## src/rtl/trace_pkg.sv

```systemverilog
// Shared definitions for the trace acquisition controller.
//   state_t  : controller FSM states
//   phase_t  : which byte of the UART stream is currently in flight
//   CMD_INC  : command byte that bumps the IDELAY tap by one
//   MARKER   : buffer byte reserved for "AES done" samples
//   SAT_MAX  : largest sensor code stored as data (keeps MARKER unique)
//   MAX_TAP  : highest IDELAY tap value
package trace_pkg;

    typedef enum logic [3:0] {
        ST_IDLE     = 4'd0,
        ST_CFG      = 4'd1,
        ST_SETTLE_W = 4'd2,
        ST_ARM      = 4'd3,
        ST_CAPT     = 4'd4,
        ST_HDR0     = 4'd5,
        ST_HDR1     = 4'd6,
        ST_RD       = 4'd7,
        ST_SEND     = 4'd8,
        ST_WAIT_TX  = 4'd9,
        ST_HOLD     = 4'd10
    } state_t;

    typedef enum logic [1:0] {
        PH_TAP  = 2'd0,
        PH_CNT  = 2'd1,
        PH_DATA = 2'd2
    } phase_t;

    localparam logic [7:0] CMD_INC = 8'd250;
    localparam logic [7:0] MARKER  = 8'hFF;
    localparam logic [7:0] SAT_MAX = 8'hFE;
    localparam logic [4:0] MAX_TAP = 5'd31;

    // Tap increment with wrap from the top tap back to zero.
    function automatic logic [4:0] next_tap(input logic [4:0] t);
        return (t == MAX_TAP) ? 5'd0 : t + 5'd1;
    endfunction

endpackage

```

## src/rtl/uart_byte_sender.sv

```systemverilog
// One-byte transmit handshake towards uart_tx.
//   clk, rstn : clock, asynchronous active-low reset
//   go        : one-cycle request to send din
//   din       : byte to send, sampled on go
//   tx_done   : transmit-complete strobe from uart_tx
//   tx_dv     : one-cycle transmit request (the cycle after go)
//   tx_byte   : byte being sent, held until the next go
//   sent      : one-cycle strobe, the accepted tx_done
module uart_byte_sender (
    input  logic       clk,
    input  logic       rstn,
    input  logic       go,
    input  logic [7:0] din,
    input  logic       tx_done,
    output logic       tx_dv,
    output logic [7:0] tx_byte,
    output logic       sent
);

    logic pend;

    always_ff @(posedge clk or negedge rstn) begin
        if (!rstn) begin
            tx_dv   <= 1'b0;
            tx_byte <= 8'h00;
            pend    <= 1'b0;
        end else begin
            tx_dv <= go;
            if (go) begin
                tx_byte <= din;
                pend    <= 1'b1;
            end else if (sent) begin
                pend <= 1'b0;
            end
        end
    end

    // A strobe coincident with tx_dv belongs to an earlier transfer, so only
    // strobes from the cycle after the request onward complete this byte.
    assign sent = pend & ~tx_dv & tx_done;

endmodule

```

## src/rtl/trace_capture_ctrl.sv

```systemverilog
// Sequences one side-channel trace: command decode, IDELAY tap load, AES
// start, NSAMP-sample capture into the external buffer, then a UART stream
// of {tap, trace_count, sample0 .. sampleN-1}, followed by a hold-off.
//   clk, rstn         : clock, asynchronous active-low reset
//   cmd_valid/cmd_byte: UART receive command strobe and byte
//   busy              : FSM not idle
//   delay_tap/ld      : IDELAY CNTVALUEIN and one-cycle load strobe
//   aes_start/done    : AES start pulse and combined done level
//   sensor_code       : decoded TDC value
//   buf_we/waddr/wdata: sample buffer write port
//   buf_raddr/rdata   : sample buffer read port (1-cycle read latency)
//   tx_dv/byte/done   : uart_tx handshake
//   trace_count       : traces started, modulo 256
module trace_capture_ctrl
    import trace_pkg::*;
#(
    parameter int NSAMP   = 2048,
    parameter int AW      = 11,
    parameter int SETTLE  = 8,
    parameter int HOLDOFF = 4096
) (
    input  logic          clk,
    input  logic          rstn,
    input  logic          cmd_valid,
    input  logic [7:0]    cmd_byte,
    output logic          busy,
    output logic [4:0]    delay_tap,
    output logic          delay_ld,
    output logic          aes_start,
    input  logic          aes_done,
    input  logic [7:0]    sensor_code,
    output logic          buf_we,
    output logic [AW-1:0] buf_waddr,
    output logic [7:0]    buf_wdata,
    output logic [AW-1:0] buf_raddr,
    input  logic [7:0]    buf_rdata,
    output logic          tx_dv,
    output logic [7:0]    tx_byte,
    input  logic          tx_done,
    output logic [7:0]    trace_count
);

    // One wait counter serves both the settle and the hold-off phases.
    localparam int WMAX = (SETTLE > HOLDOFF) ? SETTLE : HOLDOFF;
    localparam int WW   = $clog2(WMAX + 1);

    localparam logic [AW:0]   LAST_IDX    = (AW+1)'(NSAMP - 1);
    localparam logic [WW-1:0] SETTLE_LAST = WW'(SETTLE - 1);
    localparam logic [WW-1:0] HOLD_LAST   = WW'(HOLDOFF - 1);

    state_t        state;
    phase_t        phase;
    logic [AW:0]   widx;
    logic [AW:0]   ridx;
    logic [WW-1:0] wcnt;
    logic [4:0]    tap;
    logic [7:0]    tcount;

    logic          cmd_set;
    logic          cmd_inc;
    logic          snd_go;
    logic [7:0]    snd_din;
    logic          snd_sent;

    // Sensor codes above SAT_MAX are clipped so MARKER only ever means
    // "AES done was high on this sample".
    function automatic logic [7:0] sat_code(input logic [7:0] c);
        return (c > SAT_MAX) ? SAT_MAX : c;
    endfunction

    assign cmd_set = cmd_valid && (cmd_byte < 8'd32);
    assign cmd_inc = cmd_valid && (cmd_byte == CMD_INC);

    always_ff @(posedge clk or negedge rstn) begin
        if (!rstn) begin
            state  <= ST_IDLE;
            phase  <= PH_TAP;
            widx   <= '0;
            ridx   <= '0;
            wcnt   <= '0;
            tap    <= 5'd0;
            tcount <= 8'd0;
        end else begin
            case (state)
                ST_IDLE: begin
                    if (cmd_set) begin
                        tap   <= cmd_byte[4:0];
                        state <= ST_CFG;
                    end else if (cmd_inc) begin
                        tap   <= next_tap(tap);
                        state <= ST_CFG;
                    end
                end
                ST_CFG: begin
                    wcnt  <= '0;
                    state <= ST_SETTLE_W;
                end
                ST_SETTLE_W: begin
                    if (wcnt == SETTLE_LAST) begin
                        wcnt  <= '0;
                        state <= ST_ARM;
                    end else begin
                        wcnt <= wcnt + WW'(1);
                    end
                end
                ST_ARM: begin
                    tcount <= tcount + 8'd1;
                    widx   <= '0;
                    state  <= ST_CAPT;
                end
                ST_CAPT: begin
                    if (widx == LAST_IDX) begin
                        widx  <= '0;
                        state <= ST_HDR0;
                    end else begin
                        widx <= widx + (AW+1)'(1);
                    end
                end
                ST_HDR0: begin
                    phase <= PH_TAP;
                    state <= ST_WAIT_TX;
                end
                ST_HDR1: begin
                    phase <= PH_CNT;
                    state <= ST_WAIT_TX;
                end
                ST_RD: begin
                    state <= ST_SEND;
                end
                ST_SEND: begin
                    phase <= PH_DATA;
                    state <= ST_WAIT_TX;
                end
                ST_WAIT_TX: begin
                    if (snd_sent) begin
                        case (phase)
                            PH_TAP: state <= ST_HDR1;
                            PH_CNT: begin
                                ridx  <= '0;
                                state <= ST_RD;
                            end
                            default: begin
                                if (ridx == LAST_IDX) begin
                                    ridx  <= '0;
                                    wcnt  <= '0;
                                    state <= ST_HOLD;
                                end else begin
                                    ridx  <= ridx + (AW+1)'(1);
                                    state <= ST_RD;
                                end
                            end
                        endcase
                    end
                end
                ST_HOLD: begin
                    if (wcnt == HOLD_LAST) begin
                        wcnt  <= '0;
                        state <= ST_IDLE;
                    end else begin
                        wcnt <= wcnt + WW'(1);
                    end
                end
                default: state <= ST_IDLE;
            endcase
        end
    end

    assign busy        = (state != ST_IDLE);
    assign delay_tap   = tap;
    assign delay_ld    = (state == ST_CFG);
    assign aes_start   = (state == ST_ARM);
    assign trace_count = tcount;

    assign buf_we    = (state == ST_CAPT);
    assign buf_waddr = widx[AW-1:0];
    assign buf_wdata = buf_we ? (aes_done ? MARKER : sat_code(sensor_code)) : 8'h00;

    // The read address is presented in RD; the RAM answers during SEND.
    assign buf_raddr = ridx[AW-1:0];

    assign snd_go  = (state == ST_HDR0) || (state == ST_HDR1) || (state == ST_SEND);
    assign snd_din = (state == ST_HDR0) ? {3'b000, tap} :
                     (state == ST_HDR1) ? tcount : buf_rdata;

    uart_byte_sender u_sender (
        .clk     (clk),
        .rstn    (rstn),
        .go      (snd_go),
        .din     (snd_din),
        .tx_done (tx_done),
        .tx_dv   (tx_dv),
        .tx_byte (tx_byte),
        .sent    (snd_sent)
    );

endmodule

```

## config.mk

```make
export PLATFORM = sky130hd
export DESIGN_NAME = trace_capture_ctrl
export DESIGN_NICKNAME = d
export VERILOG_FILES = /design/src/rtl/trace_pkg.sv /design/src/rtl/uart_byte_sender.sv /design/src/rtl/trace_capture_ctrl.sv
export SDC_FILE = /design/constraint.sdc
export NUM_CORES = 1
export LEC_CHECK = 0
export CORE_ASPECT_RATIO = 1.75
export CORE_MARGIN = 3
export CORE_UTILIZATION = 51
export CTS_CLUSTER_SIZE = 8
export DETAILED_ROUTE_END_ITERATION = 6
export GPL_TIMING_DRIVEN = 0
export PLACE_DENSITY = 0.89
export REMOVE_ABC_BUFFERS = 1
export SLEW_MARGIN = 20
export SYNTH_ARGS = -nofsm -noshare
export SYNTH_HDL_FRONTEND = slang
export SYNTH_SLANG_ARGS = --single-unit
```

## constraint.sdc

```tcl
create_clock -name clk -period 2.8 [get_ports clk]
set_input_delay 0.42 -clock clk [delete_from_list [all_inputs] [get_ports clk]]
set_output_delay 0.42 -clock clk [all_outputs]
set_load 0.02 [all_outputs]
```

; Word-level counts from Yosys, hierarchy flattened
; Cells that the tools add are included.
[classes]
add_sub_neg = 5
magnitude_cmp = 2
eq_ne = 24
muxes = 30
bitwise_logic = 4
n_reduce_logical = 18
[ops]
columns = cell, n
row1 = 13-bit 2-to-1 mux, 5
row2 = 13-bit one-hot mux with 4 select lines, 1
row3 = 12-bit one-hot mux with 2 select lines, 2
row4 = 8-bit 2-to-1 mux, 5
row5 = 4-bit one-hot mux with 9 select lines, 1
row6 = 4-bit 2-to-1 mux, 7
row7 = 12-bit by 1-bit adder with 12-bit output (second input constant), 2
row8 = 12-bit by 11-bit == test with 1-bit output (second input constant), 2
row9 = 12-bit 2-to-1 mux, 2
row10 = 4-bit by 3-bit == test with 1-bit output (second input constant), 4
row11 = 5-bit 2-to-1 mux, 3
row12 = 13-bit by 1-bit adder with 13-bit output (second input constant), 1
row13 = 13-bit by 12-bit == test with 1-bit output (second input constant), 1
row14 = 13-bit by 3-bit == test with 1-bit output (second input constant), 1
row15 = 4-bit == test (second input constant), 3
row16 = 2-bit != test (second input constant), 5
row17 = 8-bit by 1-bit adder with 8-bit output (second input constant), 1
row18 = 4-bit by 2-bit == test with 1-bit output (second input constant), 2
row19 = 8-bit == test (second input constant), 1
row20 = 8-bit greater-than comparator (second input constant), 1
row21 = 8-bit by 6-bit < comparator with 1-bit output (second input constant), 1
row22 = 4-bit one-hot mux with 2 select lines, 1
row23 = 4-bit nonzero test, 2
row24 = 2-bit one-hot mux with 3 select lines, 1
row25 = other kinds (21), 28
[totals]
register_bits = 66
input_bits = 29
output_inout_bits = 56
word_cells = 93

; Depth between registers and ports, before layout
[logic_depth]
depth_word = 5
depth_mapped = 8
ltp_nobuf = 7

; Hierarchy
; Synthesis repeated with hierarchy kept, for this count alone.
[unflattened]
hier_cells = 472
hier_area_um2 = 4142.7
[by_module_without_submodules]
columns = module, instances, cells_each, area_per_inst_um2
row1 = trace_capture_ctrl, 1, 449, 3738.6
row2 = uart_byte_sender, 1, 23, 404.1

; Worst setup path after synthesis
; OpenSTA, ideal clock, no wires.
[synth_path]
path_type = register to output
startpoint = register state[1]
endpoint = output port buf_wdata[0]
arrival_ns = 1.652
required_time_ns = 2.380
setup_slack_ns = 0.728
stages_incl_launch_ff = 7
path_buffers = 3
cell_sequence = dfrtp_1 > buf_2 > nor2_1 > nand2_1 > clkbuf_1 > clkbuf_1 > nor2_1
[synth_between]
elab_chain_len = 2
[synth_rtl]
columns = element, line_no
row1 = from (decl), trace_capture_ctrl.sv:51  ; state_t state;
row2 = from (signal assigned), trace_capture_ctrl.sv:76  ; state <= ST_IDLE;
row3 = from (signal assigned), trace_capture_ctrl.sv:88  ; state <= ST_CFG;
row4 = from (signal assigned), trace_capture_ctrl.sv:91  ; state <= ST_CFG;
row5 = 4-bit by 3-bit == test with 1-bit output, trace_capture_ctrl.sv:174  ; assign buf_we = (state == ST_CAPT);
row6 = 8-bit 2-to-1 mux, trace_capture_ctrl.sv:176  ; assign buf_wdata = buf_we ? (aes_done ? MARKER : sat_code(sensor_code)) : 8'h00;
row7 = to (decl), trace_capture_ctrl.sv:34  ; output logic [7:0] buf_wdata,
; No other way between the ends.

; Final worst setup path
[layout_path]
startpoint = register state[3]
endpoint = output port buf_we
[layout_between]
elab_chain_len = 1
[layout_rtl]
columns = element, line_no
row1 = 4-bit by 3-bit == test with 1-bit output, trace_capture_ctrl.sv:174
row2 = to (decl), trace_capture_ctrl.sv:32  ; output logic buf_we,
; No other way between the ends.

==> run summary <==
Outcome
* finished, final reports clean — status

Worst setup path
* output port — critical path endpoint category
* 2.27 ns — WP data arrival
* reg2out — crit path kind
* state[3] — Critical R2R Launch
* ridx[6] — endpoint of the lowest-slack register-to-register path
* 2.38 ns — data required time of the critical path
* 4 — r2r worst-path depth
* 0.14 ns — worst reg2reg setup slack
* flip-flop — crit path launch type
* 21 — largest fanout on the critical path

Timing
* 2.694 ns — post-layout min period
* 0 — max-slew violations
* 0 — Hold Fails Final Rpt
* 43.81% — Max-Slew Margin vs Limit
* false — unrepaired setup endpoints after global routing
* 0.8397 ns — worst-margin pin slew
* 96.21% — Final Cycle Share
* 0.004721 ns — setup clock skew after layout
* 0 — # setup viols final
* 371.2 MHz — upper clock frequency limit

Drt
* 3516 — via count
* 16.96 um — Routed WL per cell
* 5 — iteration count of the initial detailed-routing pass
* 0 — remaining routing DRC violations
* 288 — initial drt markers
* 9784 um — total wire length
* 0 — remaining number of nets flagged by the antenna check after routing
* 6.094 — Avg Vias per Cell

Floorplan
* 85 — top-level I/O count
* 53.37% — initial core utilization
* 72.23 um — die span in x
* 41 — # rows
* 121.9 um — Die Y-Extent
* 7336 um2 — Core Footprint
* 8805 um2 — area enclosed by the die boundary

Hold path
* ridx[11] — endpoint of the worst hold-timing path
* reg2reg — Tightest Hold Check Type
* ridx[11] — hold path startpoint
* 1 — worst hold path stage count

Place
* 560 — Placed Cells incl. Taps
* 0.8524 — weighted congestion reported at the end of routability-driven placement
* 7072 um — HPWL after detailed placement
* 84 — count of input and output buffers

Yosys
* 0 — number of enable-type register cells in the synthesized netlist
* 9.190 um2 — Avg Cell Area, Syn
* dfrtp_1, buf_4, nand2_1, nor2_1, o21ai_0 — leading post-synthesis cells by cell area
* 42.19% — share of synthesized area occupied by flip-flops and latches
* dfrtp_1 — post-synthesis cell type with the largest combined area
* 42.19% — top cell type's share of synthesized area
* 0 — Synth warnings
* 63 — number of distinct standard cells referenced by the synthesized netlist
* 66 — number of register bits inferred by synthesis
* dfrtp_1 — main flop type after synthesis
* 426 — Synth Instances
* 100.0% — Async SR Flop Fraction
* 3915 um2 — cell area after technology mapping

Cells and area
* 577 — final std cells w/o fill
* 521 — fin nets
* 8.147% — share of final-layout standard cells stronger than drive strength 1
* 2012 um2 — area of combinational cells with multiple inputs
* 26.43% — relative area change from synthesis to final layout
* clkdlybuf4s50_1, dfrtp_1, nand2_1 — leading cell types in the layout, fill and taps excluded
* 0 — Antenna Cells
* 559 — Filler cells
* clkdlybuf4s50_1 — most common cell after layout, fill and taps aside
* 1652 um2 — Sequential cell area
* 67.47% — fraction of the core area covered by cells at the end of the flow

Clock network
* 0.33 ns — Skew-Pair Late Insertion Delay
* 2 — clock tree buffer depth
* 3 — H-tree levels
* 9 — number of clock buffers inserted by TritonCTS
* 0.05 ns — clock slew at the register clock pins of the worst setup and hold paths
* yes — TritonCTS clock tree
* 66 — number of sinks on the clock net
* clkbuf_16 — root cell of the clock tree

Power and ir drop
* 0.001689 W — Int Pwr
* 0.0004284 W — net load switching power
* 427.9 nW/um2 — power density over the cells
* 20.23% — switch share
* 45.2% — share of total power in sequential cells
* 50.8% — Clk network pwr share
* 0.002118 W — final total power
* 2.068 nW — Pleak
* 449.2 uV — maximum ir drop on the vdd rail
* 4.0% — combinational cell fraction of total power

Global route
* 23.82% — Total Routing Usage GR
* 46 — largest net degree at the start of global routing
* 16550 um — global-route wire length before repair
* 0 — leftover overflow at the end of global routing
* 3539 — via count of the first global-routing pass
* 0 — number of antenna violations at the first check in global routing

Job
* 0 — number of maximum-capacitance constraint violations

[how the worst max path moves through the flow]
stage / from / endpoint / slack, ns
global route: state[3] / buf_we / 0.02
detailed placement: tx_done / ridx[6] / -0.04
floorplan: state[3] / ridx[3] / 0.61
CTS: state[3] / buf_we / 0.04
finish: state[3] / buf_we / 0.11
global placement: rstn / trace_count[1] / -0.83
[area by class of cell]
class	instances	area share (%)
clock buffers	13	4.853
clock inverters	3	0.8089
repair buffers	86	17.69
well taps	86	2.174
flip-flops and latches	66	33.37
inverters	6	0.4550
multi-input cells	317	40.65
[cells in the mapped netlist (7+ instances only)]
master,count
dfrtp_1,66
nand2_1,42
nor2_1,38
o21ai_0,26
o21ai_1,25
buf_4,22
nand3_1,21
a21oi_1,17
mux2i_1,11
a31oi_1,9
nand4_1,9
o31ai_1,9
buf_2,8
nor3_1,8
mux2_2,7
xor2_1,7
[per-stage QoR]
step	area [um2]	TNS [ns]	setup WS (ns)	hold slack [ns]
after floorplan	3676	0	0.6104	0.1244
after global placement	4624	-54.67	-0.8338	0.4529
after detailed placement	4649	-0.08214	-0.03624	0.3350
after CTS	4945	0	0.03700	0.4718
after global routing	4950	0	0.01672	0.5129
final	4950	0	0.1061	0.4773
[timing repair]
item	in CTS	in global routing
hold buffers	1	0
hold endpoints to repair	21	0
resized for setup	2	1
buffers inserted	0	0
pin swaps	0	0
setup endpoints to repair	9	9
[routing by layer]
metal  track usage, %  vias to the layer above  part of all wire (%)
met3            6.111                       28                   3.6
met2            41.89                       94                    56
met4            10.82                        0                   3.0
met5                0                        -                     0
li1                 -                     1665                     -
met1            26.34                     1729                    37
[worst max-delay path, cell delays in order (launching register included)]
cell	delay, ns
dfrtp_1	0.56
nor2b_1	0.36
nand2_4	0.21
inv_2	0.18
clkdlybuf4s50_1	0.63
[power groups by stage]
stage / clock [W] / sequential [W] / combinational (W)
floorplan: 0 / 0.000973 / 0.0000139
global placement: 0 / 0.000973 / 0.0000782
detailed placement: 0 / 0.000973 / 0.0000850
CTS: 0.00110 / 0.000956 / 0.0000865
global route: 0.00114 / 0.000956 / 0.0000946
finish: 0.00108 / 0.000957 / 0.0000851
[state kept, by name (all words and copies together) (netlist names)]
| signal | count |
|---|---|
| delay_tap | 5 |
| phase | 2 |
| ridx | 12 |
| state | 4 |
| trace_count | 8 |
| u_sender.pend | 1 |
| u_sender.tx_byte | 8 |
| u_sender.tx_dv | 1 |
| wcnt | 13 |
| widx | 12 |
[kinds of logic (layout without fill, tap and decap cells)]
group | Yosys count | in the layout | synth area share, %
compound gates | 117 | 117 | 19.30
xor+xnor | 12 | 12 | 2.685
fa+ha+maj | 6 | 6 | 1.917
buf+inv | 43 | 108 | 6.679
flops | 66 | 66 | 42.19
mux | 18 | 18 | 4.826
simple gates | 164 | 164 | 22.40
(Power assumes the default switching activity.)
